--- config.mk ---
export PLATFORM = sky130hd
export DESIGN_NAME = gmii_frame_gen
export DESIGN_NICKNAME = d
export VERILOG_FILES = /design/src/rtl/gmii_frame_gen.sv
export SDC_FILE = /design/constraint.sdc
export NUM_CORES = 1
export LEC_CHECK = 0
export BUFFER_PORTS_ARGS = -buffer_cell sky130_fd_sc_hd__buf_2
export CORE_MARGIN = 2
export CORE_UTILIZATION = 45
export DETAILED_ROUTE_END_ITERATION = 8
export PLACE_DENSITY = 0.71
export SLEW_MARGIN = 20
export SYNTH_ARGS = -nofsm -noshare
export SYNTH_HDL_FRONTEND = slang
export SYNTH_SLANG_ARGS = --single-unit
--- constraint.sdc ---
create_clock -name GTX_CLK -period 2.3 [get_ports GTX_CLK]
set_clock_uncertainty 0.15 [all_clocks]
set_input_delay 0.345 -clock GTX_CLK [delete_from_list [all_inputs] [get_ports GTX_CLK]]
set_output_delay 0.345 -clock GTX_CLK [all_outputs]
set_load 0.01 [all_outputs]
--- src/rtl/gmii_frame_gen.sv ---
// GMII transmit frame generator: bursts of preamble/SFD/payload/IPG frames, aborted on COL.
// Optional TX_ER injection on one payload byte is compiled in with GMII_FRAME_GEN_ERR_INJECT_EN.
`timescale 1ns/1ps
module gmii_frame_gen #(
    parameter int unsigned PREAMBLE_LEN = 7,
    parameter int unsigned IPG_LEN      = 12,
    parameter int unsigned LEN_W        = 11,
    parameter int unsigned CNT_W        = 8,
    parameter int unsigned DATA_MODE    = 0
) (
    input  logic             GTX_CLK,
    input  logic             RESET,
    input  logic             start,
    input  logic [LEN_W-1:0] payload_len,
    input  logic [CNT_W-1:0] frame_cnt,
    input  logic [7:0]       seed,
`ifdef GMII_FRAME_GEN_ERR_INJECT_EN
    input  logic [LEN_W-1:0] err_idx,
    input  logic             err_en,
`endif
    input  logic             COL,
    output logic [7:0]       TXD,
    output logic             TX_EN,
    output logic             TX_ER,
    output logic             busy,
    output logic             done,
    output logic [CNT_W-1:0] col_count
);

    localparam int unsigned PRE_W = $clog2(PREAMBLE_LEN + 1);
    localparam int unsigned IPG_W = $clog2(IPG_LEN + 1);
    localparam int unsigned CW0   = (PRE_W > IPG_W) ? PRE_W : IPG_W;
    localparam int unsigned CW    = (CW0 > LEN_W) ? CW0 : LEN_W;
    localparam logic [CW-1:0] PRE_LAST = CW'(PREAMBLE_LEN - 1);
    localparam logic [CW-1:0] IPG_LAST = CW'(IPG_LEN - 1);

    typedef enum logic [2:0] {StIdle, StPre, StSfd, StData, StIpg} state_t;

    state_t           r_state, w_state_d;
    logic [CW-1:0]    r_cnt, w_cnt_d;
    logic [CNT_W-1:0] r_remain, w_remain_d;
    logic [7:0]       r_byte, w_byte_d;
    logic [LEN_W-1:0] r_len_last;
    logic [7:0]       r_first;
    logic [7:0]       r_txd, w_txd_d;
    logic             r_tx_en, r_busy, r_done, w_done_d;
    logic [CNT_W-1:0] r_col_count;
    logic             w_accept, w_col_hit;
    logic [7:0]       w_first;
    logic [LEN_W-1:0] w_len_last;

    // Galois form: multiply by x modulo x^8+x^6+x^5+x^4+1.
    function automatic logic [7:0] lfsr_next(input logic [7:0] v);
        return {v[6:0], 1'b0} ^ (v[7] ? 8'h71 : 8'h00);
    endfunction

    assign w_first    = (DATA_MODE == 1 && seed == 8'h00) ? 8'hFF : seed;
    assign w_len_last = (payload_len == '0) ? '0 : payload_len - LEN_W'(1);

    always_comb begin
        w_state_d  = r_state;
        w_cnt_d    = r_cnt + CW'(1);
        w_remain_d = r_remain;
        w_byte_d   = r_byte;
        w_accept   = 1'b0;
        w_col_hit  = 1'b0;
        unique case (r_state)
            StIdle: begin
                w_cnt_d = '0;
                if (start && frame_cnt != '0) begin
                    w_accept   = 1'b1;
                    w_state_d  = StPre;
                    w_remain_d = frame_cnt;
                end
            end
            StPre: begin
                if (COL) begin
                    w_state_d  = StIpg;
                    w_cnt_d    = '0;
                    w_remain_d = r_remain - CNT_W'(1);
                    w_col_hit  = 1'b1;
                end else if (r_cnt == PRE_LAST) begin
                    w_state_d = StSfd;
                    w_cnt_d   = '0;
                end
            end
            StSfd: begin
                w_cnt_d    = '0;
                w_remain_d = r_remain - CNT_W'(1);
                if (COL) begin
                    w_state_d = StIpg;
                    w_col_hit = 1'b1;
                end else begin
                    w_state_d = StData;
                    w_byte_d  = r_first;
                end
            end
            StData: begin
                if (COL) begin
                    w_state_d = StIpg;
                    w_cnt_d   = '0;
                    w_col_hit = 1'b1;
                end else if (r_cnt == CW'(r_len_last)) begin
                    w_state_d = StIpg;
                    w_cnt_d   = '0;
                end else begin
                    w_byte_d = (DATA_MODE == 1) ? lfsr_next(r_byte) : r_byte + 8'd1;
                end
            end
            StIpg: begin
                if (r_cnt == IPG_LAST) begin
                    w_cnt_d   = '0;
                    w_state_d = (r_remain != '0) ? StPre : StIdle;
                end
            end
            default: w_state_d = StIdle;
        endcase
    end

    // done coincides with the final IPG cycle of the burst.
    always_comb begin
        w_done_d = (w_state_d == StIpg) && (w_remain_d == '0) && (w_cnt_d == IPG_LAST);
        unique case (w_state_d)
            StPre:   w_txd_d = 8'h55;
            StSfd:   w_txd_d = 8'hD5;
            StData:  w_txd_d = w_byte_d;
            default: w_txd_d = 8'h00;
        endcase
    end

    always_ff @(posedge GTX_CLK or posedge RESET) begin
        if (RESET) begin
            r_state     <= StIdle;
            r_cnt       <= '0;
            r_remain    <= '0;
            r_byte      <= 8'h00;
            r_len_last  <= '0;
            r_first     <= 8'h00;
            r_txd       <= 8'h00;
            r_tx_en     <= 1'b0;
            r_busy      <= 1'b0;
            r_done      <= 1'b0;
            r_col_count <= '0;
        end else begin
            r_state  <= w_state_d;
            r_cnt    <= w_cnt_d;
            r_remain <= w_remain_d;
            r_byte   <= w_byte_d;
            if (w_accept) begin
                r_len_last <= w_len_last;
                r_first    <= w_first;
            end
            r_txd   <= w_txd_d;
            r_tx_en <= (w_state_d == StPre) || (w_state_d == StSfd) || (w_state_d == StData);
            r_busy  <= (w_state_d != StIdle);
            r_done  <= w_done_d;
            if (w_col_hit && r_col_count != '1) begin
                r_col_count <= r_col_count + CNT_W'(1);
            end
        end
    end

`ifdef GMII_FRAME_GEN_ERR_INJECT_EN
    logic             r_err_en;
    logic [LEN_W-1:0] r_err_idx;
    logic             r_tx_er;

    always_ff @(posedge GTX_CLK or posedge RESET) begin
        if (RESET) begin
            r_err_en  <= 1'b0;
            r_err_idx <= '0;
            r_tx_er   <= 1'b0;
        end else begin
            if (w_accept) begin
                r_err_en  <= err_en;
                r_err_idx <= err_idx;
            end
            r_tx_er <= r_err_en && (w_state_d == StData) && (w_cnt_d == CW'(r_err_idx));
        end
    end

    assign TX_ER = r_tx_er;
`else
    assign TX_ER = 1'b0;
`endif

    assign TXD       = r_txd;
    assign TX_EN     = r_tx_en;
    assign busy      = r_busy;
    assign done      = r_done;
    assign col_count = r_col_count;

endmodule

==> implementation parameters, run 1 <==
Parameter                              Value

GRT
  Pin count of the biggest net entering global routing    32
  GR Overflow Total    0
  Total routing usage reported by global routing    22.6%
  Global-route wire length before repair    15.5 mm
  Via count of the first global-routing pass    3279
  Antenna violations before repair    0

Logic synthesis
  Post-Synthesis Net Count    447
  FF+latch count, synth    68
  Mean post-synth cell area    9.20 µm²
  Portion of netlist area occupied by mux cells    1.13%
  Combined area of all synthesized cells    3760 µm²
  Combinational family with the most area after synthesis    simple AND/OR/NAND/NOR gates
  Fraction of the mapped netlist area in simple logic gates    24.4%
  Post-synthesis sequential area ratio    45.2%
  Total number of yosys warnings    0
  Share of synthesized cell area in full adder, half adder and majority cells    2.33%
  Instance count of the mapped netlist    409
  Synthesized-area fraction occupied by xor and xnor cells    8.85%
  Post-synth EDFFs    0
  Unique cell type count in the Yosys netlist    66
  Compound-cell area share of the yosys netlist    13.7%
  Top FF cell, synth    sky130_fd_sc_hd__dfrtp_1
  Async SR Flop Fraction    100%

Worst setup path
  CP Max Fanout    5
  Arrival time worst endpoint    2610 ps
  Critical Path Start Type    flip-flop
  Critical path data required time    2410 ps
  CP Capture Type    flip-flop
  Critical Setup Path Class    reg -> reg

Detailed routing
  Via total after detailed routing    3472
  Number of violations reported at the end of detailed-routing iteration 0    202
  Drt drc    0
  Average wire length per cell after detail routing    15.1 µm
  Aggregate routed wire length    9.59 mm
  Post-DRT Antenna Nets    0
  Number of iterations in the first detailed-routing pass    5
  Vias per inst    5.47

Clock tree
  TritonCTS clock tree    yes
  Cell chosen for the clock root    sky130_fd_sc_hd__clkbuf_8
  Clock latency reported for the late side of the worst-skew pair    350 ps
  Sinks on the clock net    68
  CTS clk-pin slew, worst paths    70 ps
  Number of buffers inserted during clock tree synthesis    9
  H-tree level count    3
  Worst-case clock buffer depth    2

Floorplan
  Die area    9110 µm²
  Core Rows    33
  Height of the die    95.4 µm
  Horizontal extent of the die    95.4 µm
  Area of the core region    8180 µm²
  Top-level I/O count    51
  Starting Density    46.0%

STA
  RSZ-0062 raised after global routing    yes
  Post-route setup slack    -202 ps
  Achievable Freq    400 MHz
  Count of final hold-check violations    0
  Final period demand of the worst path    2500 ps
  Rel. slew slack    64.0%
  Number of endpoints failing setup at the final stage    3
  Final Hold Slack    32.5 ps
  Total count of max-transition violations in the final report    0
  Slew at the pin closest to its max-slew limit    539 ps
  Final worst-path cycle share    109%

Finish
  Number of nets in the final layout    563
  P&R area growth vs syn    33.9%
  Share of cells above drive strength 1    34.3%
  Layout Utilization    61.6%
  Inserted Diodes    0
  Post-route cell area    5040 µm²

Power and ir drop
  Pwr per Cell Area    1040 nW/µm²
  Worst-case vdd ir drop    442 µV
  Leakage    0.00241 µW
  Total design power    5220 µW

Place
  Placed instance area    4630 µm²
  HPWL after detailed placement    7.03 mm
  Gpl congestion    0.932
  Port bufs    49

Run status
  Status    complete, but fails checks
  Violations in the final reports    negative setup slack

Run
  Number of violations of the max-capacitance limit    0

Min path
  Hold/Removal Path Class    in -> reg
==> placed cells by master (no fill, tap or decap), drive strengths merged, types with 2 or more instances in the layout <==
master  Yosys  layout
mux2        2       2
a21oi      14      14
a211o       2       2
clkbuf     12      10
o22ai       4       4
nor3       11      11
xnor2      16      16
a21o        2       2
a21boi      3       3
clkinv      0       2
and2        2       2
or2         2       2
a41oi       3       3
and3       10      10
nor4b       3       3
bufinv      0       3
o21ai      22      22
or4         7       7
or3         8       8
nor2       30      30
ha          7       7
o31ai       3       3
and4        2       2
nand4       8       8
nand3      13      13
buf         8     124
and2b       2       2
dfrtp      68      68
o31a        2       2
a221o       3       3
o221ai      2       2
nand2b      3       3
a311oi      2       2
inv        15      15
nand2      64      64
mux2i       2       2
a31oi       4       4
nor4       10      10
xor2       22      22
==> logic make-up after synthesis <==
logic type,count (synthesis)
AND/OR/NAND/NOR,180
AO/OA/AOI/OAI,76
adder cells (fa/ha/maj),7
XOR/XNOR,38
flip-flops,68
other,1
buffers and inverters,35
multiplexers,4
==> cell type report <==
| type | instances | area, µm² |
|---|---|---|
| tap | 105 | 131 |
| multi-input combinational | 306 | 2040 |
| sequential | 68 | 1710 |
| clock inverter | 6 | 111 |
| inverter | 15 | 56.3 |
| clock buffer | 10 | 138 |
| fill | 668 | 3140 |
| timing repair buffer | 125 | 850 |
==> sequential cells by signal, summed over array words and instances (netlist names) <==
signal	count
done	1
r_cnt	11
r_byte	8
r_len_last	11
TXD	8
r_first	8
r_remain	8
r_state	3
col_count	8
busy	1
TX_EN	1
==> cell usage after synthesis, types with 2 or more instances <==
library cell	number	share of area, %
sky130_fd_sc_hd__inv_1	15	1.5
sky130_fd_sc_hd__nand3_1	13	1.7
sky130_fd_sc_hd__nand2_1	64	6.4
sky130_fd_sc_hd__or3_1	7	1.2
sky130_fd_sc_hd__o21ai_0	18	2.4
sky130_fd_sc_hd__mux2_2	2	0.60
sky130_fd_sc_hd__clkbuf_1	12	1.2
sky130_fd_sc_hd__a221o_1	3	0.80
sky130_fd_sc_hd__buf_6	2	0.60
sky130_fd_sc_hd__a21oi_1	14	1.9
sky130_fd_sc_hd__nor3_1	11	1.5
sky130_fd_sc_hd__a21o_1	2	0.40
sky130_fd_sc_hd__o31ai_1	3	0.60
sky130_fd_sc_hd__or4_1	4	0.80
sky130_fd_sc_hd__and3_1	10	1.7
sky130_fd_sc_hd__and4_1	2	0.47
sky130_fd_sc_hd__nand2b_1	2	0.33
sky130_fd_sc_hd__xor2_1	22	5.1
sky130_fd_sc_hd__xnor2_1	16	3.7
sky130_fd_sc_hd__buf_4	2	0.40
sky130_fd_sc_hd__dfrtp_1	68	45
sky130_fd_sc_hd__o22ai_1	4	0.67
sky130_fd_sc_hd__o221ai_1	2	0.47
sky130_fd_sc_hd__mux2i_1	2	0.53
sky130_fd_sc_hd__and2_1	2	0.33
sky130_fd_sc_hd__nor4_1	9	1.5
sky130_fd_sc_hd__nor4b_1	2	0.47
sky130_fd_sc_hd__buf_2	4	0.53
sky130_fd_sc_hd__o21ai_1	4	0.53
sky130_fd_sc_hd__nand4_1	8	1.3
sky130_fd_sc_hd__a311oi_1	2	0.47
sky130_fd_sc_hd__or4_2	2	0.47
sky130_fd_sc_hd__and2b_1	2	0.40
sky130_fd_sc_hd__nor2_1	30	3.0
sky130_fd_sc_hd__ha_1	7	2.3
sky130_fd_sc_hd__a41oi_1	3	0.70
sky130_fd_sc_hd__a211o_1	2	0.47
sky130_fd_sc_hd__a31oi_1	4	0.67
==> routing by layer <==
metal / vias to the layer above / wire length, µm / GRT usage [%]
met5: - / 0 / 0
met4: 0 / 155 / 5.95
met3: 17 / 704 / 6.72
met2: 141 / 4490 / 36.0
met1: 1633 / 4240 / 30.3
li1: 1681 / - / -
==> per-stage QoR <==
step | setup slack [ps] | std cells | setup TNS [ps]
6_report | -202 | 635 | -295
5_1_grt | -305 | 635 | -802
4_1_cts | -253 | 634 | -259
3_5_place_dp | -203 | 617 | -549
3_3_place_gp | -131 | 617 | -977
2_1_floorplan | -87.6 | 409 | -203
==> worst max-delay path, stage by stage (launching register included) <==
cell,delay [ps]
sky130_fd_sc_hd__dfrtp_1,420
sky130_fd_sc_hd__or4_4,560
sky130_fd_sc_hd__or4_1,400
sky130_fd_sc_hd__a32o_1,260
sky130_fd_sc_hd__a211o_1,250
sky130_fd_sc_hd__nor4_2,150
sky130_fd_sc_hd__nor4b_2,230
==> report_power, final <==
group | total (µW) | internal, µW | leakage [µW] | switching, µW
clock network | 1220 | 749 | 0.000122 | 469
registers | 1880 | 1560 | 0.000859 | 319
logic | 2120 | 996 | 0.00142 | 1120
==> path summary, 6_finish.rpt <==
kind,start,endpoint,slack [ps],cells past startpoint
setup / recovery,r_remain[1],done,-200,6
hold / removal,seed[4],r_first[4],30,3
setup reg to reg,r_remain[1],done,-200,6
hold reg to reg,r_first[5],r_first[5],350,2
max in group asynchronous,RESET,r_cnt[3],940,4
min in group asynchronous,RESET,r_first[4],430,3
==> repair_timing <==
item                                    4_1_cts  5_1_grt
pin swaps                                     2        5
resized for setup                             6       24
hold buffers                                  1        0
buffers inserted                              0        1
hold endpoints to repair                     23        0
endpoints found under the setup margin       22       36
No activity file was read; power rests on OpenSTA's default activity.
==> run 2: changes to the inputs <==
--- a/config.mk
+++ b/config.mk
@@ -5,7 +5,7 @@
 export SDC_FILE = /design/constraint.sdc
 export NUM_CORES = 1
 export LEC_CHECK = 0
-export BUFFER_PORTS_ARGS = -buffer_cell sky130_fd_sc_hd__buf_2
+export BUFFER_PORTS_ARGS = -buffer_cell sky130_fd_sc_hd__buf_4
 export CORE_MARGIN = 2
 export CORE_UTILIZATION = 45
 export DETAILED_ROUTE_END_ITERATION = 8
==> implementation parameters, run 2 (same netlist as run 1, synthesis figures left out) <==
Parameter                              Value

STA
  Setup_tns    -280 ps
  Achievable Freq    406 MHz
  Total count of max-transition violations in the final report    0
  Rel. slew slack    63.8%
  Number of endpoints failing setup at the final stage    6
  Slew at the pin closest to its max-slew limit    542 ps
  Count of final hold-check violations    0
  Final period demand of the worst path    2460 ps
  Final worst-path cycle share    107%
  Post-route setup slack    -162 ps
  Final Hold Slack    34.2 ps
  RSZ-0062 raised after global routing    yes

Run status
  Status    complete, but fails checks
  Violations in the final reports    negative setup slack

Worst setup path
  CP Capture Type    flip-flop
  Number of cells on the worst reg-to-reg path    6
  Critical Path Start    r_remain[2]
  Critical Setup Path Class    reg -> reg
  Critical Path Start Type    flip-flop
  Critical path data required time    2410 ps
  CP Max Fanout    4
  Reg-to-Reg Start    r_remain[2]
  Arrival time worst endpoint    2570 ps

Place
  Port bufs    49
  HPWL after detailed placement    7.35 mm
  Placed instance area    4780 µm²
  Gpl congestion    0.926
  Post-place setup slack    -173 ps

Power and ir drop
  Leakage    0.00248 µW
  Pwr per Cell Area    981 nW/µm²
  Total design power    5160 µW
  Worst-case vdd ir drop    425 µV

GRT
  Via count of the first global-routing pass    3245
  GR Overflow Total    0
  Pin count of the biggest net entering global routing    29
  Most used routing layer in global routing    met2
  Antenna violations before repair    0
  Global-route wire length before repair    15.7 mm
  Met2 routing resource usage after global routing    35.9%
  GRT met1 Usage    32.0%
  Met3 usage in global routing    3.87%
  Total routing usage reported by global routing    22.5%

Clock tree
  Sinks on the clock net    68
  Clock latency reported for the late side of the worst-skew pair    350 ps
  Worst-case clock buffer depth    2
  Number of buffers inserted during clock tree synthesis    9
  H-tree level count    3
  Cell chosen for the clock root    sky130_fd_sc_hd__clkbuf_8
  TritonCTS clock tree    yes
  CTS clk-pin slew, worst paths    80 ps

Finish
  Sequential cell area    1710 µm²
  Number of nets in the final layout    570
  Post-route cell area    5260 µm²
  Share of cells above drive strength 1    36.4%
  Area of combinational cells with multiple inputs    2130 µm²
  Most frequent standard cell in the layout excluding fill and tap cells    sky130_fd_sc_hd__buf_4
  Commonest cells after routing, fill and taps aside    sky130_fd_sc_hd__buf_4 (121), sky130_fd_sc_hd__dfrtp_1 (65), sky130_fd_sc_hd__nand2_1 (62)
  Filler cell count in the final layout    667
  P&R area growth vs syn    39.8%
  Largest regs    r_cnt x11, r_len_last x11
  Inserted Diodes    0

Detailed routing
  Aggregate routed wire length    10.4 mm
  Drt drc    0
  Vias per inst    5.55
  Average wire length per cell after detail routing    16.3 µm
  Via total after detailed routing    3558
  Post-DRT Antenna Nets    0
  Number of iterations in the first detailed-routing pass    5
  Number of violations reported at the end of detailed-routing iteration 0    343

Min path
  Hold/Removal Path Class    in -> reg
  Worst min-delay path startpoint    seed[3]
  Worst Hold Depth    3

Floorplan
  Core Rows    33
  Area of the core region    8180 µm²
  Die area    9110 µm²
  Starting Density    46.0%
  Height of the die    95.4 µm
  Top-level I/O count    51
  Horizontal extent of the die    95.4 µm

Run
  Number of violations of the max-capacitance limit    0
-- run 2: what timing repair did --
| action | in CTS | in global routing |
|---|---|---|
| endpoints found under the setup margin | 28 | 38 |
| hold buffers | 1 | 0 |
| hold endpoints to repair | 19 | 0 |
| pin swaps | 1 | 23 |
| setup buffers | 2 | 5 |
| resized for setup | 3 | 45 |
-- run 2: where the power goes --
group	internal, µW	switching [µW]
clock	492	458
combinational	1140	1190
sequential	1560	323
total	3190	1970
-- run 2: path summary, 6_finish.rpt --
check | slack (ps) | endpoint
worst max register to register | -160 | done
max in group asynchronous | 990 | r_cnt[6]
worst min-delay path | 30 | r_first[3]
worst min register to register | 340 | r_first[4]
min in group asynchronous | 450 | r_cnt[8]
worst max-delay path | -160 | done
-- run 2: area by class of cell --
class	count	share of cell area [%]
Sequential cell	68	32.4
Multi-Input combinational cell	306	40.5
Tap cell	105	2.50
Clock buffer	10	2.43
Clock inverter	5	1.02
Inverter	15	1.07
Timing Repair Buffer	132	20.0
-- run 2: critical path: stages, from the launching register on --
cell                      delay (ps)
sky130_fd_sc_hd__dfrtp_1         410
sky130_fd_sc_hd__or4_4           560
sky130_fd_sc_hd__or4_1           410
sky130_fd_sc_hd__a32o_1          270
sky130_fd_sc_hd__a211o_1         240
sky130_fd_sc_hd__nor4_1          140
sky130_fd_sc_hd__nor4b_2         210
-- run 2: routing by layer --
metal,vias up,wire [µm]
li1,1699,-
met1,1727,4630
met3,17,509
met4,0,195
met5,-,0
met2,115,5090
-- run 2: stage by stage --
| stage | util, % | std cells |
|---|---|---|
| finish | 64.3 | 641 |
| global route | 64.3 | 641 |
| CTS | 61.1 | 636 |
| detailed placement | 58.4 | 618 |
| global placement | 58.4 | 618 |
| floorplan | - | 409 |
==> run 3: changes to the inputs <==
--- a/config.mk
+++ b/config.mk
@@ -5,6 +5,7 @@
 export SDC_FILE = /design/constraint.sdc
 export NUM_CORES = 1
 export LEC_CHECK = 0
+export ABC_AREA = 1
 export BUFFER_PORTS_ARGS = -buffer_cell sky130_fd_sc_hd__buf_4
 export CORE_MARGIN = 2
 export CORE_UTILIZATION = 45
==> constraint.sdc (replaced) <==
create_clock -name GTX_CLK -period 2.3 [get_ports GTX_CLK]
set_clock_uncertainty 0.15 [all_clocks]
set_input_delay 0.345 -clock GTX_CLK [delete_from_list [all_inputs] [get_ports GTX_CLK]]
set_output_delay 0.345 -clock GTX_CLK [all_outputs]
set_load 0.005 [all_outputs]
==> implementation parameters, run 3 <==
Parameter                              Value

Floorplan
  Horizontal extent of the die    97.2 µm
  Area of the core region    8550 µm²
  Top-level I/O count    51
  Starting Density    45.7%
  Die area    9450 µm²
  Height of the die    97.2 µm
  Core Rows    34

STA
  Final worst-path cycle share    93.8%
  Total count of max-transition violations in the final report    0
  Number of endpoints failing setup at the final stage    0
  RSZ-0062 raised after global routing    no
  Achievable Freq    464 MHz
  Count of final hold-check violations    0
  Setup_tns    0 ps
  Final period demand of the worst path    2160 ps

Logic synthesis
  Combinational family with the most area after synthesis    simple AND/OR/NAND/NOR gates
  Compound-cell area share of the yosys netlist    7.62%
  Instance count of the mapped netlist    516
  Async SR Flop Fraction    100%
  Portion of netlist area occupied by mux cells    0%
  Cell types with the largest area share after synthesis    sky130_fd_sc_hd__dfrtp_1 (44%), sky130_fd_sc_hd__nand2_1 (14%), sky130_fd_sc_hd__inv_1 (6.0%)
  Top FF cell, synth    sky130_fd_sc_hd__dfrtp_1
  Post-synthesis sequential area ratio    43.5%
  Total number of yosys warnings    0
  Unique cell type count in the Yosys netlist    37
  Proportion of netlist area held by the largest area contributor    43.5%
  Dominant cell by count in the synthesized netlist    sky130_fd_sc_hd__nand2_1
  Share of synthesized cell area in full adder, half adder and majority cells    2.24%
  Synthesized-area fraction occupied by xor and xnor cells    6.05%
  Post-Synthesis Net Count    554
  Mean post-synth cell area    7.58 µm²
  Combined area of all synthesized cells    3910 µm²
  Most common library cells after synthesis    sky130_fd_sc_hd__nand2_1 (145), sky130_fd_sc_hd__dfrtp_1 (68), sky130_fd_sc_hd__inv_1 (63)
  FF+latch count, synth    68
  Post-synth EDFFs    0
  Fraction of the mapped netlist area in simple logic gates    31.7%
  Top cell type by total area after synthesis    sky130_fd_sc_hd__dfrtp_1

Power and ir drop
  Pwr per Cell Area    997 nW/µm²
  Leakage    0.00242 µW
  Total design power    4660 µW
  Worst-case vdd ir drop    366 µV

Worst setup path
  Slowest stage cell on the critical path    sky130_fd_sc_hd__dfrtp_1
  Cell breakdown of the critical path    ha_4, nand4_1, nor2_2, nand3_1, nand2_1, nand2_1, nor2_1, nand3b_1, nor2_1, nand2_1, nor2_1
  Arrival time worst endpoint    2260 ps
  Critical Setup Path Class    reg -> reg
  CP Max Fanout    5
  Buffers plus inverters on the worst setup path    0
  CP Capture Type    flip-flop
  Cell class contributing the biggest share of worst-path delay    simple AND/OR/NAND/NOR gates
  Delay contributed by the slowest stage of the critical path    470 ps
  Critical Path Start Type    flip-flop
  Critical path data required time    2400 ps

Clock tree
  TritonCTS clock tree    yes
  Cell chosen for the clock root    sky130_fd_sc_hd__clkbuf_8
  Clock latency reported for the late side of the worst-skew pair    350 ps
  Number of buffers inserted during clock tree synthesis    9
  Worst-case clock buffer depth    2
  Sinks on the clock net    68
  CTS clk-pin slew, worst paths    80 ps
  H-tree level count    3

Finish
  Most frequent standard cell in the layout excluding fill and tap cells    sky130_fd_sc_hd__nand2_1
  P&R area growth vs syn    19.5%
  Number of nets in the final layout    614
  Commonest cells after routing, fill and taps aside    sky130_fd_sc_hd__nand2_1 (145), sky130_fd_sc_hd__dfrtp_1 (66), sky130_fd_sc_hd__inv_1 (62)
  Largest regs    r_cnt x11, r_len_last x11
  Inserted Diodes    0
  Layout Utilization    54.6%
  Share of cells above drive strength 1    20.8%

Min path
  Hold/Removal Path Class    in -> reg

Detailed routing
  Post-DRT Antenna Nets    0
  Aggregate routed wire length    8.83 mm
  Via total after detailed routing    3477
  Average wire length per cell after detail routing    12.8 µm
  Vias per inst    5.05
  Number of violations reported at the end of detailed-routing iteration 0    177
  Number of iterations in the first detailed-routing pass    5
  Drt drc    0

GRT
  GR Overflow Total    0
  Total routing usage reported by global routing    19.9%
  Antenna violations before repair    0
  Pin count of the biggest net entering global routing    41
  Via count of the first global-routing pass    3514
  Global-route wire length before repair    15.5 mm

Place
  HPWL after detailed placement    6.60 mm
  Gpl congestion    0.896
  Port bufs    49

Run
  Number of violations of the max-capacitance limit    0

Run status
  Status    complete, no violations
## run 3: logic make-up (layout without fill, tap and decap cells)
family                   count (synthesis)  count (layout)
AO/OA/AOI/OAI                           47              47
XOR/XNOR                                27              27
adder cells (fa/ha/maj)                  7               7
buffers and inverters                   86             151
flip-flops                              68              68
other                                    1               1
AND/OR/NAND/NOR                        280             280
## run 3: per-layer routing
metal | vias to the layer above | track usage [%] | wire [µm]
met3 | 17 | 4.10 | 358
met1 | 1615 | 24.6 | 3880
met2 | 93 | 35.0 | 4380
met5 | - | 0 | 0
met4 | 0 | 6.73 | 211
li1 | 1752 | - | -
## run 3: path summary, 6_finish.rpt
path	from	end	slack [ps]	cells past startpoint
setup reg to reg	r_cnt[0]	done	140	11
setup / recovery	r_cnt[0]	done	140	11
hold / removal	payload_len[0]	r_len_last[0]	40	2
min in group asynchronous	RESET	col_count[3]	320	3
hold reg to reg	r_first[5]	r_first[5]	340	2
max in group asynchronous	RESET	r_cnt[5]	920	4
## run 3: power by group
part / internal (µW) / switching [µW]
registers: 1550 / 276
clock network: 542 / 496
logic: 698 / 1090
total: 2790 / 1860
## run 3: timing repair
item | 4_1_cts | 5_1_grt
hold buffers | 1 | 0
endpoints found under the hold margin | 8 | 0
resized for setup | 0 | 11
buffers inserted | 0 | 0
setup endpoints to repair | 0 | 1
## run 3: area by class of cell
type,count,area (µm²)
fillers,801,3880
multi-input cells,362,1900
flip-flops and latches,68,1700
repair buffers,56,423
inverters,79,299
clock buffers,10,138
well taps,108,135
clock inverters,6,71.3
## run 3: stage by stage
step	hold slack, ps	worst slack (ps)	instance area, µm²	std cells
3_5_place_dp	124	90.7	4410	672
3_3_place_gp	118	186	4410	672
2_1_floorplan	292	93.5	3910	516
4_1_cts	34.3	52.5	4630	689
6_report	39.5	143	4670	689
5_1_grt	32.1	5.11	4670	689
## run 3: worst reg2reg max path, delay by kind of cell (launching register included)
kind | cells | cell delay (ps)
adder cells (fa/ha/maj) | 1 | 200
AND/OR/NAND/NOR | 10 | 1270
flip-flops | 1 | 470
